--- config.mk ---
export PLATFORM = sky130hd
export DESIGN_NAME = spi_fifo_tx
export DESIGN_NICKNAME = d
export VERILOG_FILES = /design/src/rtl/spi_fifo_tx.sv
export SDC_FILE = /design/constraint.sdc
export NUM_CORES = 1
export LEC_CHECK = 0
export ABC_CLOCK_PERIOD_IN_PS = 2100
export CORE_MARGIN = 2
export CORE_UTILIZATION = 30
export CTS_CLUSTER_DIAMETER = 60
export DETAILED_ROUTE_END_ITERATION = 10
export GPL_ROUTABILITY_DRIVEN = 1
export GPL_TIMING_DRIVEN = 0
export PLACE_DENSITY_LB_ADDON = 0.08
export SLEW_MARGIN = 40
export SYNTH_ARGS = -nofsm -noshare
export SYNTH_HDL_FRONTEND = slang
export SYNTH_SLANG_ARGS = --single-unit
--- constraint.sdc ---
create_clock -name i_clk -period 2.1 [get_ports i_clk]
set_input_delay 0.42 -clock i_clk [delete_from_list [all_inputs] [get_ports i_clk]]
set_output_delay 0.42 -clock i_clk [all_outputs]
set_load 0.05 [all_outputs]
--- src/rtl/spi_fifo_tx.sv ---
`timescale 1ns/1ps
// SPI slave (mode 0) transmit engine: pops bytes from a FWFT FIFO and shifts them out MSB-first.
// Optional saturating underrun counter enabled with SPI_FIFO_TX_UNDERRUN_CNT_EN.
//
// state | meaning
// IDLE  | chip select high, waiting for CSn falling edge
// LOAD  | one cycle: fetch FIFO head (or FILL on empty) into the shift register
// SHIFT | serialising the byte, counting SCK rising edges
module spi_fifo_tx #(
  parameter logic [7:0] FILL = 8'hFF
) (
  input  logic       i_clk,
  input  logic       i_reset,
  input  logic       i_sck,
  input  logic       i_csn,
  input  logic       i_empty,
  input  logic [7:0] i_data,
  output logic       o_rd,
  output logic       o_miso,
  output logic       o_busy,
  output logic       o_underrun
`ifdef SPI_FIFO_TX_UNDERRUN_CNT_EN
  ,output logic [7:0] o_underrun_cnt
`endif
);

  typedef enum logic [1:0] {IDLE, LOAD, SHIFT} state_t;

  state_t     state_q, state_d;
  logic [2:0] sck_sync_q, sck_sync_d;
  logic [2:0] csn_sync_q, csn_sync_d;
  logic [7:0] shreg_q, shreg_d;
  logic [2:0] bit_cnt_q, bit_cnt_d;
  logic       byte_done_q, byte_done_d;

  logic sck_rise, sck_fall, cs_fall, cs_rise;
  logic load_go;

  // Stage [1] is the synchronised level, stage [2] its previous value.
  assign sck_rise = sck_sync_q[1] & ~sck_sync_q[2];
  assign sck_fall = ~sck_sync_q[1] & sck_sync_q[2];
  assign cs_fall  = ~csn_sync_q[1] & csn_sync_q[2];
  assign cs_rise  = csn_sync_q[1] & ~csn_sync_q[2];

  // A chip-select release in LOAD cancels the fetch entirely.
  assign load_go    = (state_q == LOAD) & ~cs_rise;
  assign o_rd       = load_go & ~i_empty;
  assign o_underrun = load_go & i_empty;
  assign o_miso     = shreg_q[7];
  assign o_busy     = (state_q != IDLE);

  always_comb begin
    state_d     = state_q;
    shreg_d     = shreg_q;
    bit_cnt_d   = bit_cnt_q;
    byte_done_d = byte_done_q;
    sck_sync_d  = {sck_sync_q[1:0], i_sck};
    csn_sync_d  = {csn_sync_q[1:0], i_csn};

    case (state_q)
      IDLE: begin
        if (cs_fall) state_d = LOAD;
      end
      LOAD: begin
        bit_cnt_d   = 3'd0;
        byte_done_d = 1'b0;
        if (cs_rise) begin
          state_d = IDLE;
        end else begin
          shreg_d = i_empty ? FILL : i_data;
          state_d = SHIFT;
        end
      end
      SHIFT: begin
        if (cs_rise) begin
          state_d     = IDLE;
          bit_cnt_d   = 3'd0;
          byte_done_d = 1'b0;
        end else if (sck_rise) begin
          bit_cnt_d = bit_cnt_q + 3'd1;
          if (bit_cnt_q == 3'd7) byte_done_d = 1'b1;
        end else if (sck_fall) begin
          if (byte_done_q) state_d = LOAD;
          else             shreg_d = {shreg_q[6:0], 1'b0};
        end
      end
      default: state_d = IDLE;
    endcase
  end

  always_ff @(posedge i_clk or posedge i_reset) begin
    if (i_reset) begin
      state_q     <= IDLE;
      sck_sync_q  <= 3'b000;
      csn_sync_q  <= 3'b111;
      shreg_q     <= FILL;
      bit_cnt_q   <= 3'd0;
      byte_done_q <= 1'b0;
    end else begin
      state_q     <= state_d;
      sck_sync_q  <= sck_sync_d;
      csn_sync_q  <= csn_sync_d;
      shreg_q     <= shreg_d;
      bit_cnt_q   <= bit_cnt_d;
      byte_done_q <= byte_done_d;
    end
  end

`ifdef SPI_FIFO_TX_UNDERRUN_CNT_EN
  logic [7:0] underrun_cnt_q, underrun_cnt_d;

  always_comb begin
    underrun_cnt_d = underrun_cnt_q;
    if (o_underrun && (underrun_cnt_q != 8'hFF)) underrun_cnt_d = underrun_cnt_q + 8'd1;
  end

  always_ff @(posedge i_clk or posedge i_reset) begin
    if (i_reset) underrun_cnt_q <= 8'd0;
    else         underrun_cnt_q <= underrun_cnt_d;
  end

  assign o_underrun_cnt = underrun_cnt_q;
`endif

endmodule

### Word level (Yosys, flattened, before mapping)

Cells that the tools add are included.

* register bits: 20
* bits of input ports: 13
* logic and storage cells: 62
* output and inout port bits: 4

* bitwise gates (word level): 13
* mux-type cells: 21
* reduce and logical (&&, ||, !) cells: 7
* equality and inequality tests: 14
* add/sub/neg operators: 1

Operators with widths (number)
* two-way mux 8 bit: 6
* case mux 8 bit (2 select lines): 1
* != test 3 bit (second input constant): 5
* two-way mux 2 bit: 6
* != test 2 bit (second input constant): 6
* bitwise AND 1 bit: 7
* two-way mux 3 bit: 2
* inverter 1 bit: 6
* case mux 2 bit (3 select lines): 1
* case mux 3 bit (2 select lines): 1
* AND reduction 6 bit: 1
* AND reduction 4 bit: 1
* nonzero test 2 bit: 2
* adder 3 x 1 -> 3 bit (second input constant): 1
* == test 3 bit (second input constant): 1
* two-way mux 1 bit: 3
* AND reduction 3 bit: 1
* == test 2 x 1 -> 1 bit (second input constant): 1
* == test 2 bit (second input constant): 1
* zero test 2 bit: 1
* case mux 1 bit (2 select lines): 1
* AND reduction 2 bit: 1

### Logic depth before layout (Yosys ltp)

* word-level depth: 6
* gate-level depth with buffers: 6
* depth with buffers taken out: 5

### Least setup slack after synthesis

Ideal clock, no wire load.

* path type: register -> output
* start: register csn_sync_q[2]
* end: output port o_rd
* arrival: 1.559 ns
* stages on the path, launching flop included: 5
* required time: 1.680 ns
* slack: 0.121 ns
* cell sequence: dfstp_2 nand2b_1 clkbuf_1 nand2_1 nor2_1

* longest elaborated chain between the ends: 5

RTL lines
* start, declared: line 31 `logic [2:0] csn_sync_q, csn_sync_d;`
* start signal, assigned: line 102 `csn_sync_q <= csn_sync_d;`
* inverter 1 bit: line 43 `assign cs_rise = csn_sync_q[1] & ~csn_sync_q[2];`
* bitwise AND 1 bit: line 43
* inverter 1 bit: line 46 `assign load_go = (state_q == LOAD) & ~cs_rise;`
* bitwise AND 1 bit: line 46
* bitwise AND 1 bit: line 47 `assign o_rd = load_go & ~i_empty;`
* end, declared: line 18 `output logic o_rd,`

Every way passes these cells.

### Worst setup path in the final report

* start: register state_q[0]
* end: output port o_busy

* longest elaborated chain between the ends: 1

RTL lines
* start, declared: line 29 `state_t state_q, state_d;`
* start signal, assigned: line 100 `state_q <= state_d;`
* nonzero test 2 bit: line 50 `assign o_busy = (state_q != IDLE);`
* end, declared: line 20 `output logic o_busy,`

Every way passes these cells.

==> impl_results.md <==
- Largest fanout on the critical path: 3
- Min Hold Slack: 0.364 ns
- Reg2reg setup slack: 0.26 ns
- Die Footprint: 0.00384 mm^2
- Final Hold Viols: 0
- Number of CTS-inserted buffers: 3
- Via count: about 730
- Sequential area share after synthesis: 0.510
- Number of nets with antenna violations after routing: 0
- Syn_nets: 111
- Run status: finished clean
- CTS Hold Bufs: 0
- Critical Path AT: about 1.6 ns
- Pre-Repair DR Iteration Count: 4
- Library cells used by synthesis: 28
- Worst Hold Class: reg -> reg
- Number of fillers in the final layout: 339
- Die width: between 60 and 70 um
- Area delta synth->final: 24.9%
- First-pass GRT wire length: 3.14 mm
- Reg2Reg Depth: 6
- Critical path startpoint category: flip-flop
- Comb pwr share: 0.387
- N_diodes: 0
- Unrepaired setup endpoints after global routing: false
- Fin area: 0.00126 mm^2
- Die Y: 62.0 um
- Maximum VDD drop: 0.000476 V
- Worst R2R End: bit_cnt_q[0]
- Psw: 0.000500 W
- Core Rows: 21
- Layout Nets: 130
- Final number of setup-violating endpoints: 0
- Top Family by Delay on Critical Path: buffers and inverters
- Slowest CP cell: clkdlybuf4s15_1
- Pwr dens: between 1000 and 1500 mW/mm^2
- DRT Wirelength: 1.93 mm
- Post-layout utilization of the core: 0.384
- Leak: roughly 0.53 nW
- Initial antenna violation count: 0
- Crit-path most repeated cell: inv_1
- HP Start: csn_sync_q[0]
- Total grt overflow: 0
- Worst Clk Skew: approximately 0.0023 ns
- Mapped Cells: between 90 and 100
- Slew headroom: 0.524
- Post-DP Area: 0.00122 mm^2
- Critical-path cell list: inv_1 -> ha_1 -> inv_1 -> clkdlybuf4s15_1
- Overall power: 0.00147 W
- Worst-Margin Slew: 0.709 ns
- Worst-Skew Late Latency: ~0.30 ns
- Vias in the first global route: 705
- Sw frac: 0.340
- IO Count: 17
- DRT iter0 DRCs: 28
- Synth Warn #: 0
- Number of synthesized register bits: 20
- Reg-to-Reg Start: state_q[0]
- Initial Utilization: 0.307
- Fraction of layout cells with a size suffix above 1: 0.282
- Seq pwr share: 0.399
- Internal: 0.000972 W
- Fmax: 502 MHz
- Residual DRC: 0
- CTS tree: built
- Reg clk slew, reported paths: 0.12 ns
- CP bufs+invs: 3
- CP Class: reg -> out
- Clk network pwr share: 0.214
- Crit-path max cell delay: roughly 0.49 ns
- Critical Path RT: about 1.7 ns
- Number of clock sinks: 20
- Deepest clock path buffer count: 2
- Total Routing Usage GR: 0.111
- Hold Crit Depth: 0
- Fin crit period: roughly 2 ns
- Drt via density: 4.67
- Mapped Area: 0.00101 mm^2
- Core area: 0.00328 mm^2
- Fin. max-slew vios: 0
- H-tree level count: 1
- PortBufs: 15
- Clk Tree Root Cell: clkbuf_4
- Syn Area/Cell: 11.0 um^2
- Hold Crit Endpoint: csn_sync_q[1]
- Tcrit/Tclk final: 0.949
- Gpl congestion: about 0.75
- Crit path capture type: output pin
- Max Cap Viol: 0
- Largest net degree at the start of global routing: 21
- Post-DP HPWL: 1.39 mm
- Routed wire per std cell: 12.4 um
[worst reg2reg max path, stage by stage, from the launching register on]
cell and delay, ns:
dfrtp_1 0.42, inv_1 0.10, ha_1 0.25, buf_2 0.26, inv_1 0.09, o31ai_1 0.43, mux2_2 0.23
[cell usage in the layout (no fill, tap or decap), types with 2 or more instances in the layout]
cell type,Yosys,final
clkbuf_4,0,3
ha_1,6,6
mux2_2,8,8
nand2_1,9,9
nor2_1,9,9
nand3b_1,2,2
clkdlybuf4s50_1,0,11
a31oi_1,2,2
clkbuf_1,3,2
dfrtp_1,9,9
o21ai_0,8,8
inv_1,6,5
a22o_1,2,2
buf_2,1,3
dfstp_2,11,11
[how the worst max path moves through the flow]
stage | startpoint | to | slack, ns | cells after the start
5_1_grt | state_q[0] | o_busy | 0.02 | 4
6_report | state_q[0] | o_busy | 0.11 | 4
4_1_cts | shreg_q[7] | o_miso | 0.02 | 1
2_1_floorplan | csn_sync_q[2] | o_rd | 0.12 | 4
3_5_place_dp | csn_sync_q[2] | o_underrun | -0.26 | 4
3_3_place_gp | csn_sync_q[2] | o_underrun | -0.25 | 4
[kinds of logic after synthesis]
| family | share of synthesized area |
|---|---|
| simple gates | 0.144 |
| buf+inv | 0.0385 |
| flops | 0.510 |
| mux | 0.0993 |
| compound gates | 0.134 |
| fa+ha+maj | 0.0744 |
[through the flow]
stage / setup TNS [ns] / worst slack (ns) / instances
3_5_place_dp: -0.503 / -0.260 / 153
3_3_place_gp: -0.492 / -0.248 / 153
4_1_cts: 0 / 0.0186 / 156
2_1_floorplan: 0 / 0.121 / 92
6_report: 0 / 0.107 / 156
5_1_grt: 0 / 0.0173 / 156
[flip-flops by register name, summed over array words and instances (netlist names)]
register	count
csn_sync_q	3
sck_sync_q	3
state_q	2
bit_cnt_q	3
byte_done_q	1
shreg_q	8
[power by group through the flow]
stage	logic, W	clock network, W	registers (W)
5_1_grt	0.000628	0.000345	0.000602
4_1_cts	0.000580	0.000330	0.000590
2_1_floorplan	0.000412	0	0.000614
3_3_place_gp	0.000581	0	0.000593
6_report	0.000569	0.000315	0.000588
3_5_place_dp	0.000587	0	0.000597
[cell usage after synthesis]
master	count	area, um^2
mux2_2	8	90.1
dfstp_2	11	289
a32oi_1	1	8.76
a31oi_1	2	12.5
a22o_1	2	17.5
o31ai_1	1	7.51
o21ai_0	8	40.0
inv_1	6	22.5
nor2_1	9	33.8
or3b_4	1	11.3
o22ai_1	1	6.26
and3_1	1	6.26
nand2_1	9	33.8
ha_1	6	75.1
and3b_1	1	8.76
o2111ai_1	1	8.76
nor2b_1	1	6.26
and2b_2	1	8.76
nand3b_1	2	15.0
mux2i_1	1	10.0
clkbuf_1	3	11.3
dfrtp_1	9	225
buf_2	1	5.00
and4_1	1	8.76
a31o_2	1	8.76
a21oi_1	1	5.00
nand2b_1	2	12.5
a211oi_4	1	20.0
[metal layers]
layer | up-vias | global-route usage | share of wire
met4 | 0 | 0.0274 | 0.0093
met5 | - | 0 | 0
met1 | 358 | 0.156 | 0.48
li1 | 358 | - | -
met2 | 10 | 0.164 | 0.48
met3 | 2 | 0.0373 | 0.031
[what timing repair did]
action,4_1_cts,5_1_grt
endpoints found under the setup margin,3,4
setup buffers,0,0
resized for setup,8,6
[cell type report]
type	count	area [um^2]	area share
clock inverter	1	30.0	0.0238
buffer	3	12.5	0.00993
timing repair buffer	15	143	0.113
tap	46	57.6	0.0457
inverter	6	22.5	0.0179
multi-input combinational	62	458	0.363
sequential	20	514	0.408
clock buffer	3	22.5	0.0179
No activity file was read; power rests on OpenSTA's default activity.
